File: src/rtl/fetch_queue_pkg.sv
// Shared bus types and the fetch-stage types used by the instruction fetch front end.
// common holds the core-wide bus structs; pipes holds the fetch pipeline types.
package common;
  typedef logic [63:0] u64;
  typedef logic [31:0] u32;

  typedef struct packed {
    logic       valid;
    u64         addr;
    logic [2:0] size;
    logic [7:0] strobe;
    u64         data;
  } ibus_req_t;

  typedef struct packed {
    logic addr_ok;
    logic data_ok;
    u64   data;
  } ibus_resp_t;
endpackage

package pipes;
  import common::*;

  typedef struct packed {
    u64 pc;
    u32 instr;
  } fetch_entry_t;

  typedef enum logic [1:0] {IDLE, REQ, DISCARD} fetch_state_t;
endpackage

File: src/rtl/fetch_queue_fifo.sv
// Circular buffer of fetched {pc, instr} entries; flush wins over push and pop.
// The caller guarantees no push when full and no pop when empty.
module fetch_fifo
  import common::*;
  import pipes::*;
#(
  parameter int DEPTH = 4
) (
  input  logic                     clk,
  input  logic                     reset,
  input  logic                     push,
  input  fetch_entry_t             push_data,
  input  logic                     pop,
  input  logic                     flush,
  output fetch_entry_t             head_data,
  output logic [$clog2(DEPTH):0]   count
);
  localparam int PW = $clog2(DEPTH);
  localparam int CW = PW + 1;

  fetch_entry_t  mem_q [DEPTH];
  logic [PW-1:0] head_q, head_d, tail_q, tail_d;
  logic [CW-1:0] count_q, count_d;

  // NOTE: every variable gets a default first, so no path infers a latch.
  always_comb begin
    head_d  = head_q;
    tail_d  = tail_q;
    count_d = count_q;
    if (flush) begin
      head_d  = '0;
      tail_d  = '0;
      count_d = '0;
    end else begin
      if (push) tail_d = tail_q + 1'b1;
      if (pop)  head_d = head_q + 1'b1;
      count_d = count_q + CW'(push) - CW'(pop);
    end
  end

  // NOTE: non-blocking assignments so every flop samples pre-edge values.
  always_ff @(posedge clk) begin
    if (reset) begin
      head_q  <= '0;
      tail_q  <= '0;
      count_q <= '0;
    end else begin
      head_q  <= head_d;
      tail_q  <= tail_d;
      count_q <= count_d;
    end
  end

  // NOTE: storage is deliberately not reset; head_data is forced to 0 while empty.
  always_ff @(posedge clk) begin
    if (push && !flush) mem_q[tail_q] <= push_data;
  end

  assign head_data = (count_q != '0) ? mem_q[head_q] : '0;
  assign count     = count_q;
endmodule

File: src/rtl/fetch_queue.sv
// Decoupled fetch sequencer: one ibus request in flight, buffered {pc, instr} output
// with valid/ready, and a redirect port that flushes the buffer and drops stale data.
module fetch_queue
  import common::*;
  import pipes::*;
#(
  parameter int          DEPTH    = 4,
  parameter logic [63:0] RESET_PC = 64'h8000_0000
) (
  input  logic        clk,
  input  logic        reset,
  output ibus_req_t   ireq,
  input  ibus_resp_t  iresp,
  input  logic        redirect_valid,
  input  logic [63:0] redirect_pc,
  output logic        out_valid,
  input  logic        out_ready,
  output logic [63:0] out_pc,
  output logic [31:0] out_instr
);
  localparam int            CW      = $clog2(DEPTH) + 1;
  localparam logic [CW-1:0] DEPTH_C = CW'(DEPTH);

  fetch_state_t  state_q, state_d;
  logic [63:0]   fetch_pc_q, fetch_pc_d;
  logic [63:0]   stale_pc_q, stale_pc_d;
  logic [63:0]   new_pc;
  logic [CW-1:0] count, count_after;
  logic          push, pop;
  fetch_entry_t  push_data, head;
  logic          unused_resp;

  assign new_pc      = {redirect_pc[63:2], 2'b00};
  assign pop         = out_valid && out_ready;
  assign push        = (state_q == REQ) && iresp.data_ok && !redirect_valid;
  assign count_after = count - CW'(pop) + CW'(push);
  assign push_data   = '{pc: fetch_pc_q, instr: iresp.data[31:0]};
  assign unused_resp = ^{iresp.addr_ok, iresp.data[63:32]};

  fetch_fifo #(.DEPTH(DEPTH)) u_fifo (
    .clk       (clk),
    .reset     (reset),
    .push      (push),
    .push_data (push_data),
    .pop       (pop),
    .flush     (redirect_valid),
    .head_data (head),
    .count     (count)
  );

  always_ff @(posedge clk) begin
    if (reset) begin
      state_q    <= IDLE;
      fetch_pc_q <= RESET_PC;
      stale_pc_q <= RESET_PC;
    end else begin
      state_q    <= state_d;
      fetch_pc_q <= fetch_pc_d;
      stale_pc_q <= stale_pc_d;
    end
  end

  // A request is only (re)issued when the slot it will fill is guaranteed free.
  always_comb begin
    state_d    = state_q;
    fetch_pc_d = fetch_pc_q;
    stale_pc_d = stale_pc_q;
    unique case (state_q)
      IDLE: begin
        if (redirect_valid) begin
          fetch_pc_d = new_pc;
          state_d    = REQ;
        end else if (count_after < DEPTH_C) begin
          state_d = REQ;
        end
      end
      REQ: begin
        if (redirect_valid) begin
          fetch_pc_d = new_pc;
          if (!iresp.data_ok) begin
            stale_pc_d = fetch_pc_q;
            state_d    = DISCARD;
          end
        end else if (iresp.data_ok) begin
          fetch_pc_d = fetch_pc_q + 64'd4;
          state_d    = (count_after < DEPTH_C) ? REQ : IDLE;
        end
      end
      DISCARD: begin
        if (redirect_valid) fetch_pc_d = new_pc;
        if (iresp.data_ok)  state_d    = REQ;
      end
      default: state_d = IDLE;
    endcase
  end

  // The bus keeps seeing the abandoned address until its response drains.
  always_comb begin
    ireq       = '0;
    ireq.valid = (state_q != IDLE);
    ireq.addr  = (state_q == DISCARD) ? stale_pc_q : fetch_pc_q;
    out_valid  = (count != '0) && !redirect_valid;
    out_pc     = head.pc;
    out_instr  = head.instr;
  end
endmodule

File: config.mk
export PLATFORM = sky130hd
export DESIGN_NAME = fetch_queue
export DESIGN_NICKNAME = d
export VERILOG_FILES = /design/src/rtl/fetch_queue_pkg.sv /design/src/rtl/fetch_queue_fifo.sv /design/src/rtl/fetch_queue.sv
export SDC_FILE = /design/constraint.sdc
export NUM_CORES = 1
export LEC_CHECK = 0
export CAP_MARGIN = 20
export CORE_ASPECT_RATIO = 0.6
export CORE_MARGIN = 4
export CORE_UTILIZATION = 35
export CTS_CLUSTER_DIAMETER = 80
export DETAILED_ROUTE_END_ITERATION = 10
export GPL_TIMING_DRIVEN = 0
export PLACE_DENSITY_LB_ADDON = 0.3
export SLEW_MARGIN = 10
export SYNTH_ARGS = -nofsm -noshare
export SYNTH_HDL_FRONTEND = slang
export SYNTH_SLANG_ARGS = --single-unit
File: constraint.sdc
create_clock -name clk -period 12.5 [get_ports clk]
set_input_delay 2.5 -clock clk [delete_from_list [all_inputs] [get_ports clk]]
set_output_delay 2.5 -clock clk [all_outputs]
set_load 0.1 [all_outputs]
==> impl_metrics.csv <==
group,metric,value,unit
pwr,swShare,27.96,%
die,die_w,333.8,microns
timing,maxSlewHeadroom,22.34,%
final_layout,final_common_cell,"edfxtp_1",
timing,setup_viol,0,
setup_path,setup.worst_path.end_class,"output pin",
synth,seq_area_frac_synth,62.78,%
synth,synth_top_area_share,50.65,%
setup_path,timing.rr.end,"fetch_pc_q[58]",
global_route,grt_pass1_vias,14938,
synth,synth.area.mux_share,12.86,%
clock_tree,cts_max_level,2,
clock_tree,cts_resized,0,
die,fp.dieH,203.5,microns
drt,drt_wl_total,67980,microns
synth,synthFlopType,"edfxtp_1",
pwr,p_leak,9.242,nW
pwr,p_per_area,144.4,mW/mm^2
synth,synth-compound-area-share,6.825,%
final_layout,final_net_count,2203,
setup_path,reg2regPathDepth,7,
clock_tree,postCtsSetupBuffers,0,
timing,rsz0062_at_grt,"no",
global_route,grt_start_max_net_pins,47,
synth,synth_top_area_cell,"edfxtp_1",
clock_tree,clock_sinks,511,
setup_path,path_class,"in -> out",
synth,avgSynthCellArea,13.40,sq um
pwr,p_comb_share,14.3,%
drt,dr.first_iter.drc_count,1472,
pwr,vdd_drop_max,0.09464,mV
clock_tree,cts.clk_slew.worst_paths,60,ps
global_route,grt_usage,19.34,%
clock_tree,clock_path_buffers,3,
timing,clock.fmax,143.5,MHz
clock_tree,cts_hold_buf,0,
final_layout,fillers,5624,
drt,via_per_inst,5.210,
drt,drcViolationCount,0,
synth,synth_area_leaders,"edfxtp_1 (51%), dfxtp_1 (12%), mux4_2 (9.5%)",
placement,gp_congestion,0.9273,
setup_path,start_kind,"input pin",
timing,final_max_slew_viol_count,0,
final_layout,most-common-layout-cells,"edfxtp_1 (376), clkdlybuf4s50_1 (256), nand2_1 (191)",
synth,yosysWarnings,0,
synth,syn-cell-area,0.02229,sq mm
synth,synth_top_family_by_area,"multiplexers",
final_layout,drive_above_1_share,17.08,%
setup_path,critPathRequiredTime,10000,ps
clock_tree,clkLatencyLatePin,600,ps
die,io-pin-count,371,
pwr,power.switching,1.138,mW
timing,final.min_clock_period,6967,ps
synth,synth_fa_ha_area_share,0.4827,%
die,die_area,0.06792,sq mm
global_route,antenna_found_initial,3,
setup_path,crit_end,"out_valid",
min_path,min_path_type,"reg -> reg",
clock_tree,numCtsBuffers,51,
clock_tree,cts_root_buf,"clkbuf_16",
drt,first_pass_iters,6,
clock_tree,cts_tree,"yes",
placement,dpl_worst_slack,5512,ps
synth,ys_ff_latch,511,
die,fp-row-count,71,
timing,layout_worst_path_cycle_share,55.73,%
synth,async_reset_ff_share,0,%
setup_path,cp_data_arrival_time,4470,ps
pwr,seqPwrFrac,46.9,%
synth,synth_edf_count,376,
drt,wl_per_cell,23.10,microns
pwr,p_int,2.931,mW
setup_path,critPathMaxFanout,8,
global_route,grt_pass1_wl,97580,microns
synth,yosysUniqueCellTypes,62,
placement,io_buffer_count,256,
timing,tightestPinTransition,1161,ps
setup_path,timing.rr.start,"fetch_pc_q[2]",
final_layout,area_growth,26.40,%
timing,fin_tns_setup,0,ps
global_route,grt-ovfl-total,0,
placement,dp_hpwl,48150,microns
die,core_area,0.06281,sq mm
outcome,status,"finished clean",
setup_path,startpoint,"redirect_valid",
setup_path,reg2reg_slack,8520,ps
die,initial_core_util,35.49,%
timing,worst_slack,5533,ps
timing,finalHoldViolations,0,
drt,ant_nets,0,
drt,via_count,15333,
synth,synth_cells,1663,
synth,synthSimpleGateAreaFrac,11.80,%
synth,synth-xor-area-share,0.1965,%
run,cap_violations,0,
pwr,clockPowerShare,38.8,%
timing,clock_skew,22.37,ps
[worst min path at each step]
stage / startpoint / end / slack, ps / cells past startpoint
floorplan: stale_pc_q[10] / stale_pc_q[10] / 430 / 2
global placement: stale_pc_q[41] / stale_pc_q[41] / 440 / 2
detailed placement: stale_pc_q[42] / stale_pc_q[42] / 450 / 2
CTS: stale_pc_q[25] / stale_pc_q[25] / 460 / 2
global route: stale_pc_q[51] / stale_pc_q[51] / 470 / 2
finish: stale_pc_q[52] / stale_pc_q[52] / 450 / 2
[layout make-up]
type | instances | area (sq um) | share of cell area, %
buffer | 198 | 1056 | 3.748
sequential | 511 | 13990 | 49.66
timing repair buffer | 267 | 2809 | 9.969
tap | 839 | 1050 | 3.726
antenna | 2 | 5.005 | 0.01776
inverter | 18 | 67.56 | 0.2398
multi-input combinational | 1014 | 7478 | 26.54
clock buffer | 64 | 1378 | 4.889
clock inverter | 30 | 340.3 | 1.208
[cell usage after synthesis (all sizes together), types with 9 or more instances]
master and count:
a211oi 11, a21oi 103, a22oi 11, a31oi 22
a32oi 21, and3 13, buf 99, clkbuf 99
dfxtp 135, edfxtp 376, inv 17, mux2 64
mux4 94, nand2 191, nand3 39, nand4 32
nor2 56, nor2b 97, nor3 19, nor4 14
o211ai 11, o21ai 29, o31ai 9, or2 11
or3 10, or4 13
[sequential cells by signal (all words and copies together), names as in the netlist, named ones only]
| register | flops |
|---|---|
| state_q | 2 |
| u_fifo.head_q | 2 |
| u_fifo.tail_q | 2 |
| stale_pc_q | 62 |
| fetch_pc_q | 62 |
| u_fifo.count | 3 |
| u_fifo.mem_q | 376 |
[power groups by stage]
stage               clock network, mW  logic (mW)  registers, mW
floorplan                           0       0.426           1.92
global placement                    0       0.572           1.94
detailed placement                  0       0.577           1.94
CTS                              1.62       0.579           1.91
global route                     1.69       0.602           1.91
finish                           1.58       0.581           1.91
[kinds of logic after synthesis]
group / count (synthesis)
adders and majority gates: 8
AOI/OAI and AO/OA: 243
muxes: 161
and+or+nand+nor: 518
buffers and inverters: 216
xor gates and xnor gates: 5
DFF: 511
other: 1
[per-stage QoR]
stage	util (%)	area, sq um	hold slack (ps)	power (mW)	std cells
6_report	44.86	28180	453.2	4.069	2943
2_1_floorplan	-	22580	433.8	2.345	1741
5_1_grt	44.86	28180	469.5	4.205	2943
3_3_place_gp	41.71	26200	439.0	2.513	2836
3_5_place_dp	42.12	26450	446.6	2.520	2847
4_1_cts	44.86	28170	455.2	4.103	2941
[worst max-delay path: stages]
cell and delay [ps]:
clkdlybuf4s50_1 600, nor2_1 210, clkdlybuf4s50_1 1150
[per-layer routing]
layer / vias up / global-route usage [%] / wire [microns]
li1: 6916 / - / -
met1: 7631 / 27.70 / 30460
met2: 668 / 29.11 / 30170
met3: 116 / 4.550 / 5377
met4: 2 / 6.308 / 1963
met5: - / 0 / 7
No activity file was read; power rests on OpenSTA's default activity.
